==> src/rtl/ctrl_pkg.sv <==
// rtl/ctrl_pkg.sv - shared controller constants and fetch FSM state type
package ctrl;

  localparam int INSTRUCTION_MEMORY_SIZE = 16;
  localparam int INSTRUCTION_WIDTH       = 16;
  localparam int OPC_MSB                 = 15;
  localparam int OPC_LSB                 = 12;

  localparam logic [OPC_MSB-OPC_LSB:0] OPC_EOP = 4'hF;

  typedef enum logic [1:0] {
    IDLE,
    FETCH,
    DRAIN,
    FLUSH
  } fetch_state_e;

endpackage

==> src/rtl/ctrl_fetch_fifo.sv <==
// rtl/ctrl_fetch_fifo.sv - 2-entry register skid FIFO, flush wins over push/pop
module ctrl_fetch_fifo #(
  parameter int W = 16
) (
  input  logic         clk,
  input  logic         clr_n,
  input  logic         push,
  input  logic [W-1:0] din,
  input  logic         pop,
  input  logic         flush,
  output logic [W-1:0] dout,
  output logic [1:0]   count,
  output logic         empty
);

  logic [W-1:0] mem [2];
  logic         rd_ptr;
  logic         wr_ptr;
  logic         do_push;
  logic         do_pop;

  assign empty   = (count == 2'd0);
  assign do_pop  = pop & ~empty;
  // A full FIFO still takes a word when the head leaves in the same cycle.
  assign do_push = push & ((count != 2'd2) | do_pop);
  assign dout    = empty ? '0 : mem[rd_ptr];

  always_ff @(posedge clk or negedge clr_n) begin
    if (!clr_n) begin
      mem[0] <= '0;
      mem[1] <= '0;
      rd_ptr <= 1'b0;
      wr_ptr <= 1'b0;
      count  <= 2'd0;
    end else if (flush) begin
      rd_ptr <= 1'b0;
      wr_ptr <= 1'b0;
      count  <= 2'd0;
    end else begin
      if (do_push) begin
        mem[wr_ptr] <= din;
        wr_ptr      <= ~wr_ptr;
      end
      if (do_pop) rd_ptr <= ~rd_ptr;
      count <= count + {1'b0, do_push} - {1'b0, do_pop};
    end
  end

endmodule

==> src/rtl/ctrl_fetch.sv <==
// rtl/ctrl_fetch.sv - instruction fetch stage: PC control, credit-based reads, EOP stop and rewind
module ctrl_fetch #(
  parameter int INSTRADDRW = $clog2(ctrl::INSTRUCTION_MEMORY_SIZE),
  parameter int INSTRW     = ctrl::INSTRUCTION_WIDTH
) (
  input  logic                  clk,
  input  logic                  clr_n,
  input  logic                  run,
  input  logic                  restart,
  input  logic [INSTRADDRW-1:0] pc,
  output logic                  pc_incr,
  output logic                  pc_clr,
  output logic                  imem_rd_en,
  output logic [INSTRADDRW-1:0] imem_addr,
  input  logic [INSTRW-1:0]     imem_rdata,
  output logic [INSTRW-1:0]     instr,
  output logic                  instr_valid,
  input  logic                  instr_ready,
  output logic                  busy,
  output logic                  done
);
  import ctrl::*;

  fetch_state_e state;
  logic         inflight;
  logic         pop;
  logic         push;
  logic         rd_eop;
  logic         issue;
  logic [1:0]   count;
  logic         empty;

  assign pop    = instr_valid & instr_ready;
  assign rd_eop = (imem_rdata[OPC_MSB:OPC_LSB] == OPC_EOP);
  // Once EOP is buffered, the single word still in flight belongs past the program end.
  assign push   = inflight & ~restart & (state != DRAIN);
  // Credit: buffered + in-flight words after this cycle's pop must leave room for one more.
  assign issue  = (state == FETCH) & run & ~restart &
                  (({1'b0, count} + {2'b00, inflight}) < (3'd2 + {2'b00, pop}));

  assign pc_incr     = issue;
  assign imem_rd_en  = issue;
  assign imem_addr   = pc;
  assign instr_valid = ~empty;
  assign done        = (state == DRAIN) & pop & ~restart & (instr[OPC_MSB:OPC_LSB] == OPC_EOP);
  assign pc_clr      = (state == FLUSH) | done;
  assign busy        = (state != IDLE) | ~empty | inflight;

  ctrl_fetch_fifo #(.W(INSTRW)) u_fifo (
    .clk   (clk),
    .clr_n (clr_n),
    .push  (push),
    .din   (imem_rdata),
    .pop   (pop),
    .flush (restart),
    .dout  (instr),
    .count (count),
    .empty (empty)
  );

  always_ff @(posedge clk or negedge clr_n) begin
    if (!clr_n) begin
      state    <= IDLE;
      inflight <= 1'b0;
    end else begin
      inflight <= issue;
      if (restart) begin
        state <= FLUSH;
      end else begin
        case (state)
          IDLE:    if (push & rd_eop) state <= DRAIN;
                   else if (run)      state <= FETCH;
          FETCH:   if (push & rd_eop) state <= DRAIN;
                   else if (!run)     state <= IDLE;
          DRAIN:   if (done)          state <= IDLE;
          FLUSH:   state <= run ? FETCH : IDLE;
          default: state <= IDLE;
        endcase
      end
    end
  end

endmodule

==> config.mk <==
export PLATFORM = sky130hd
export DESIGN_NAME = ctrl_fetch
export DESIGN_NICKNAME = d
export VERILOG_FILES = /design/src/rtl/ctrl_pkg.sv /design/src/rtl/ctrl_fetch_fifo.sv /design/src/rtl/ctrl_fetch.sv
export SDC_FILE = /design/constraint.sdc
export NUM_CORES = 1
export LEC_CHECK = 0
export ABC_CLOCK_PERIOD_IN_PS = 3400
export CAP_MARGIN = 20
export CORE_AREA = 3 3 70 72
export DETAILED_ROUTE_END_ITERATION = 7
export DIE_AREA = 0 0 73 75
export HOLD_SLACK_MARGIN = 0.08
export PLACE_DENSITY = 0.78
export SKIP_CTS_REPAIR_TIMING = 1
export SLEW_MARGIN = 20
export SYNTH_ARGS = -nofsm -noshare
export SYNTH_HDL_FRONTEND = slang
export SYNTH_SLANG_ARGS = --single-unit
==> constraint.sdc <==
create_clock -name clk -period 3.4 [get_ports clk]
set_input_delay 0.85 -clock clk [delete_from_list [all_inputs] [get_ports clk]]
set_output_delay 0.85 -clock clk [all_outputs]
set_load 0.01 [all_outputs]
== Yosys cells after proc, flatten, opt, wreduce, memory -nomap -nowiden ==
Cells that the tools add are included.

* Add/subtract/negate cells: 4
* $lt $le $gt $ge: 4
* Eq/ne operators: 10
* Mux-type cells: 20
* Bitwise gates (word level): 22
* Reductions and logical operators: 8

{| class="wikitable"
|+ Operators with widths
! kind !! count
|-
| 16-bit 2-to-1 mux || 5
|-
| 32-bit bitwise mux || 1
|-
| 16-bit demux with 1-bit select || 1
|-
| 2-bit 2-to-1 mux || 7
|-
| 1-bit bitwise AND || 12
|-
| 4-bit == test, second input constant || 2
|-
| 2-bit one-hot mux with 4 select lines || 1
|-
| 2-bit nonzero test || 3
|-
| 1-bit 2-to-1 mux || 5
|-
| 2-bit == test, second input constant || 2
|-
| 2-bit >= comparator, second input constant || 2
|-
| 2-bit logical NOT || 2
|-
| 2-bit inequality test, second input constant || 2
|-
| 4-bit by 3-bit inequality test with 1-bit output, second input constant || 1
|-
| 4-bit inequality test, second input constant || 1
|-
| 1-bit inverter || 4
|-
| 1-bit inverter with 2-bit output || 2
|-
| 1-bit bitwise OR || 4
|-
| 2-bit by 1-bit adder with 3-bit output || 1
|-
| 2-bit by 1-bit adder with 3-bit output, first input constant || 1
|-
| 3-bit < comparator || 1
|-
| 3-bit inequality test, second input constant || 1
|-
| 3-bit AND reduction || 1
|-
| 2-bit by 1-bit adder with 2-bit output || 1
|-
| 5 further kinds || 5
|}

* Flip-flop bits (word level): 39
* Input port bits: 25
* Output and inout port bits: 26
* Word-level logic and storage cells: 75

== Logic depth before layout (Yosys ltp) ==
* Word-level depth: 10
* Gate-level depth with buffers: 7

== Hierarchy ==
Synthesis repeated with hierarchy kept, for this count alone.

* Cell total of the unflattened synthesis: 156
* Area total of the unflattened synthesis: 1963.1 um^2

{| class="wikitable"
|+ Modules (own cells, without submodules)
! module !! times used !! cells an instance !! area each (um^2) !! sequential area each (um^2)
|-
| ctrl_fetch_fifo || 1 || 126 || 1695.4 || 900.9
|-
| ctrl_fetch || 1 || 30 || 267.8 || 75.1
|}

== Worst setup path after synthesis ==
No wires, ideal clock.

* Path kind: input -> output
* Start point: input port restart
* End point: output port pc_incr
* Data arrival time: 1.854 ns
* Setup slack: 0.696 ns
* Cell stages on the path: 5
* Path through: clkbuf_1 nor2_1 nand3_1 nor3_1 buf_4

* Longest elaborated chain between the ends: 3

{| class="wikitable"
|+ RTL lines
! item !! RTL line !! source
|-
| start: declaration || ctrl_fetch.sv:9 || <nowiki>input logic restart,</nowiki>
|-
| 1-bit inverter (no line) || -- ||
|-
| 1-bit bitwise AND (2 in a row) || ctrl_fetch.sv:38 || <nowiki>assign issue = (state == FETCH) & run & ~restart &</nowiki>
|-
| end: declaration || ctrl_fetch.sv:11 || <nowiki>output logic pc_incr,</nowiki>
|}

Every way passes these cells.

== Final worst setup path ==
* Start point: input port instr_ready
* End point: output port pc_incr

* Longest elaborated chain between the ends: 4

{| class="wikitable"
|+ RTL lines
! item !! RTL line !! source
|-
| start: declaration || ctrl_fetch.sv:18 || <nowiki>input logic instr_ready,</nowiki>
|-
| 1-bit bitwise AND || ctrl_fetch.sv:33 || <nowiki>assign pop = instr_valid & instr_ready;</nowiki>
|-
| 2-bit by 1-bit adder with 3-bit output || ctrl_fetch.sv:39 || <nowiki>(({1'b0, count} + {2'b00, inflight}) < (3'd2 + {2'b00, pop}));</nowiki>
|-
| 3-bit < comparator || ctrl_fetch.sv:39 ||
|-
| 1-bit bitwise AND || ctrl_fetch.sv:38 ||
|}

Every way passes these cells.

==> summary.txt <==
Placement
  – Hpwl dp: 2620 µm
  – IO Port Bufs: 42
  – Pre-CTS WS: 0.0276 ns
  – Placed Cells incl. Taps: 247
  – RD Place Congestion: 0.833

Detailed routing
  – Vias/cell: 5.00
  – Via count: 1276
  – Post-route DRC violation count: 0
  – Post-route ant nets: 0
  – Final WL: 3550 µm
  – DR WL/cell: 13.9 µm
  – DR pass1 iterations: 3
  – Starting DRT DRC Count: 22

Logic synthesis
  – Synth unique cells: 28
  – Post-Syn Instances: 158
  – Synth area leader: dfrtp_1
  – Synth warnings: 0
  – Post-synth top cells: dfrtp_1, mux2_2, nor2_1
  – Top cells by area, synth: dfrtp_1, mux2_2, mux2i_1, nor2_1, ha_1
  – Sequential fraction of the synthesis area: 50.4%
  – Mean Syn Cell Area: 12.3 µm²
  – Most common flop cell mapped by yosys: dfrtp_1
  – Syn Nets: 187
  – Async set or reset register ratio after synthesis: 100%
  – Most instantiated library cell after synthesis: dfrtp_1
  – Seq cells post-synth: 39
  – Top cell type's share of synthesized area: 50.4%
  – Number of synthesized flops with an enable pin: 0
  – Syn Std Cell Area: 1940 µm²

Finish
  – Finished Layout Cells: 255
  – Fillcell total: 372
  – FF+latch area: 976 µm²
  – N_diodes: 0
  – Proportion of layout cells with a drive suffix above 1: 25.6%
  – Synth-to-Final Area Change: 28.8%
  – Area of the multi-input gates: 852 µm²
  – Fin nets: 231

Clocking
  – CTS tree: built
  – Clock sink total: 39
  – Clk slew on worst S/H paths: 0.07 ns
  – CTS Buf Count: 5
  – Worst-Skew Late Latency: 0.29 ns
  – CTS H-tree depth: 2
  – Clk buf depth: 2
  – CTS Root Cell: clkbuf_8

Floorplan
  – Core ar.: 4350 µm²
  – Ports: 51
  – Die X: 73 µm
  – Die ar.: 5480 µm²
  – Starting density of the core: 44.5%
  – Die Ht: 75 µm
  – Row count: 24

Power and ir drop
  – Static Leak: 1.13 nW
  – Pwr/cell area: 741 nW/µm²
  – Peak VDD IR: 0.000338 V

Worst setup path
  – Worst reg2reg startpoint: state[1]
  – R2R depth: 5
  – WS Path Type: primary input to output pin
  – Critical path startpoint: instr_ready
  – Maximum fanout along the worst path: 3
  – Crit end category: output pin
  – R2r endpoint: u_fifo.mem[16]
  – FF-to-FF setup slack: 1.45 ns
  – CP startpoint kind: primary input
  – Crit path DAT: 2.41 ns
  – Worst EP required: 2.55 ns

STA
  – Hold Vio Cnt, Final: 0
  – Period minus WS final: 3.26 ns
  – Layout Skew: 0.00840 ns
  – RSZ-0062 raised after global routing: false
  – Setup ws final: 0.144 ns
  – # setup viols final: 0
  – Period Utilization, post-route: 95.8%
  – Setup_tns: 0 ns
  – Slew @ Worst Pin: 0.843 ns
  – Slew HR: 43.8%
  – F_max: 307 MHz
  – Final Max Tran Viols: 0

Run
  – Max cap viols: 0

Global route
  – Largest net degree at the start of global routing: 40
  – Total gr overflow: 0
  – Initial antenna violation count: 0
  – Total Routing Usage GR: 14.1%
  – First-pass GRT wire length: 5790 µm
  – Number of global-route vias before repair: 1249

Hold path
  – Cell depth of the worst hold path: 1
  – Hold/Removal Path Class: flip-flop to flip-flop
  – Hold endpoint: u_fifo.mem[28]
  – Hold_sp: u_fifo.mem[28]

Outcome
  – Status: completed
-- worst max-delay path: stages --
cell	delay, ns
clkdlybuf4s50_1	0.47
o21ai_1	0.11
o21a_1	0.20
nor3_2	0.21
clkdlybuf4s50_1	0.57
-- sequential cells by signal (all words and copies together) (netlist names) --
signal	count
inflight	1
state	2
u_fifo.count	2
u_fifo.mem	32
u_fifo.rd_ptr	1
u_fifo.wr_ptr	1
-- stage by stage --
stage	power [mW]	area [µm²]	util (%)	hold slack (ns)
floorplan	1.13	1940	-	0.479
global placement	1.48	2380	54.6	0.487
detailed placement	1.49	2380	54.6	0.493
CTS	1.88	2490	57.2	0.512
global route	1.98	2500	57.3	0.527
finish	1.85	2500	57.3	0.507
-- cell families (layout without fill, tap and decap cells) --
group                    Yosys count  after routing  share of synthesized area (%)
flip-flops                        39             39                           50.4
XOR/XNOR                           4              4                           1.81
adder cells (fa/ha/maj)            4              4                           2.58
AO/OA/AOI/OAI                      6              6                           3.29
buffers and inverters             18             63                           5.94
AND/OR/NAND/NOR                   39             39                           9.17
multiplexers                      48             48                           26.9
-- where the power goes --
group / switching [mW] / internal [mW] / leakage, nW / total (mW)
Combinational: 0.338 / 0.449 / 0.566 / 0.787
Sequential: 0.0987 / 0.587 / 0.505 / 0.686
Clock: 0.159 / 0.218 / 0.0581 / 0.377
-- per-layer routing --
metal,vias up,part of all wire [%],track usage [%]
li1,626,-,-
met1,617,45,18.8
met2,29,49,21.6
met3,4,5.0,4.94
met4,0,1.1,4.30
met5,-,0,0
-- layout make-up --
type / instances / area share [%]
sequential: 39 / 39.1
tap: 52 / 2.61
multi-input combinational: 101 / 34.1
clock buffer: 5 / 2.76
inverter: 6 / 0.902
clock inverter: 3 / 1.75
timing repair buffer: 49 / 18.7
-- how the worst max path moves through the flow --
stage / end / depth (start not counted)
after floorplan: pc_incr / 5
final: pc_incr / 5
after CTS: pc_incr / 5
after global routing: done / 6
after detailed placement: pc_incr / 5
after global placement: pc_incr / 5
-- cell usage in the layout, fill, tap and decap left out, drive strengths merged, types with 2 or more instances in the layout --
cell type / Yosys / layout
and3: 2 / 2
buf: 10 / 8
clkbuf: 2 / 5
clkdlybuf4s50: 0 / 41
clkinv: 0 / 2
dfrtp: 39 / 39
ha: 4 / 4
inv: 6 / 6
mux2: 32 / 32
mux2i: 16 / 16
nand2: 5 / 5
nand3: 2 / 2
nor2: 22 / 22
nor2b: 2 / 2
nor3: 2 / 2
o21ai: 2 / 2
xnor2: 2 / 2
xor2: 2 / 2
Note: power is estimated with default switching activity, not from simulation.
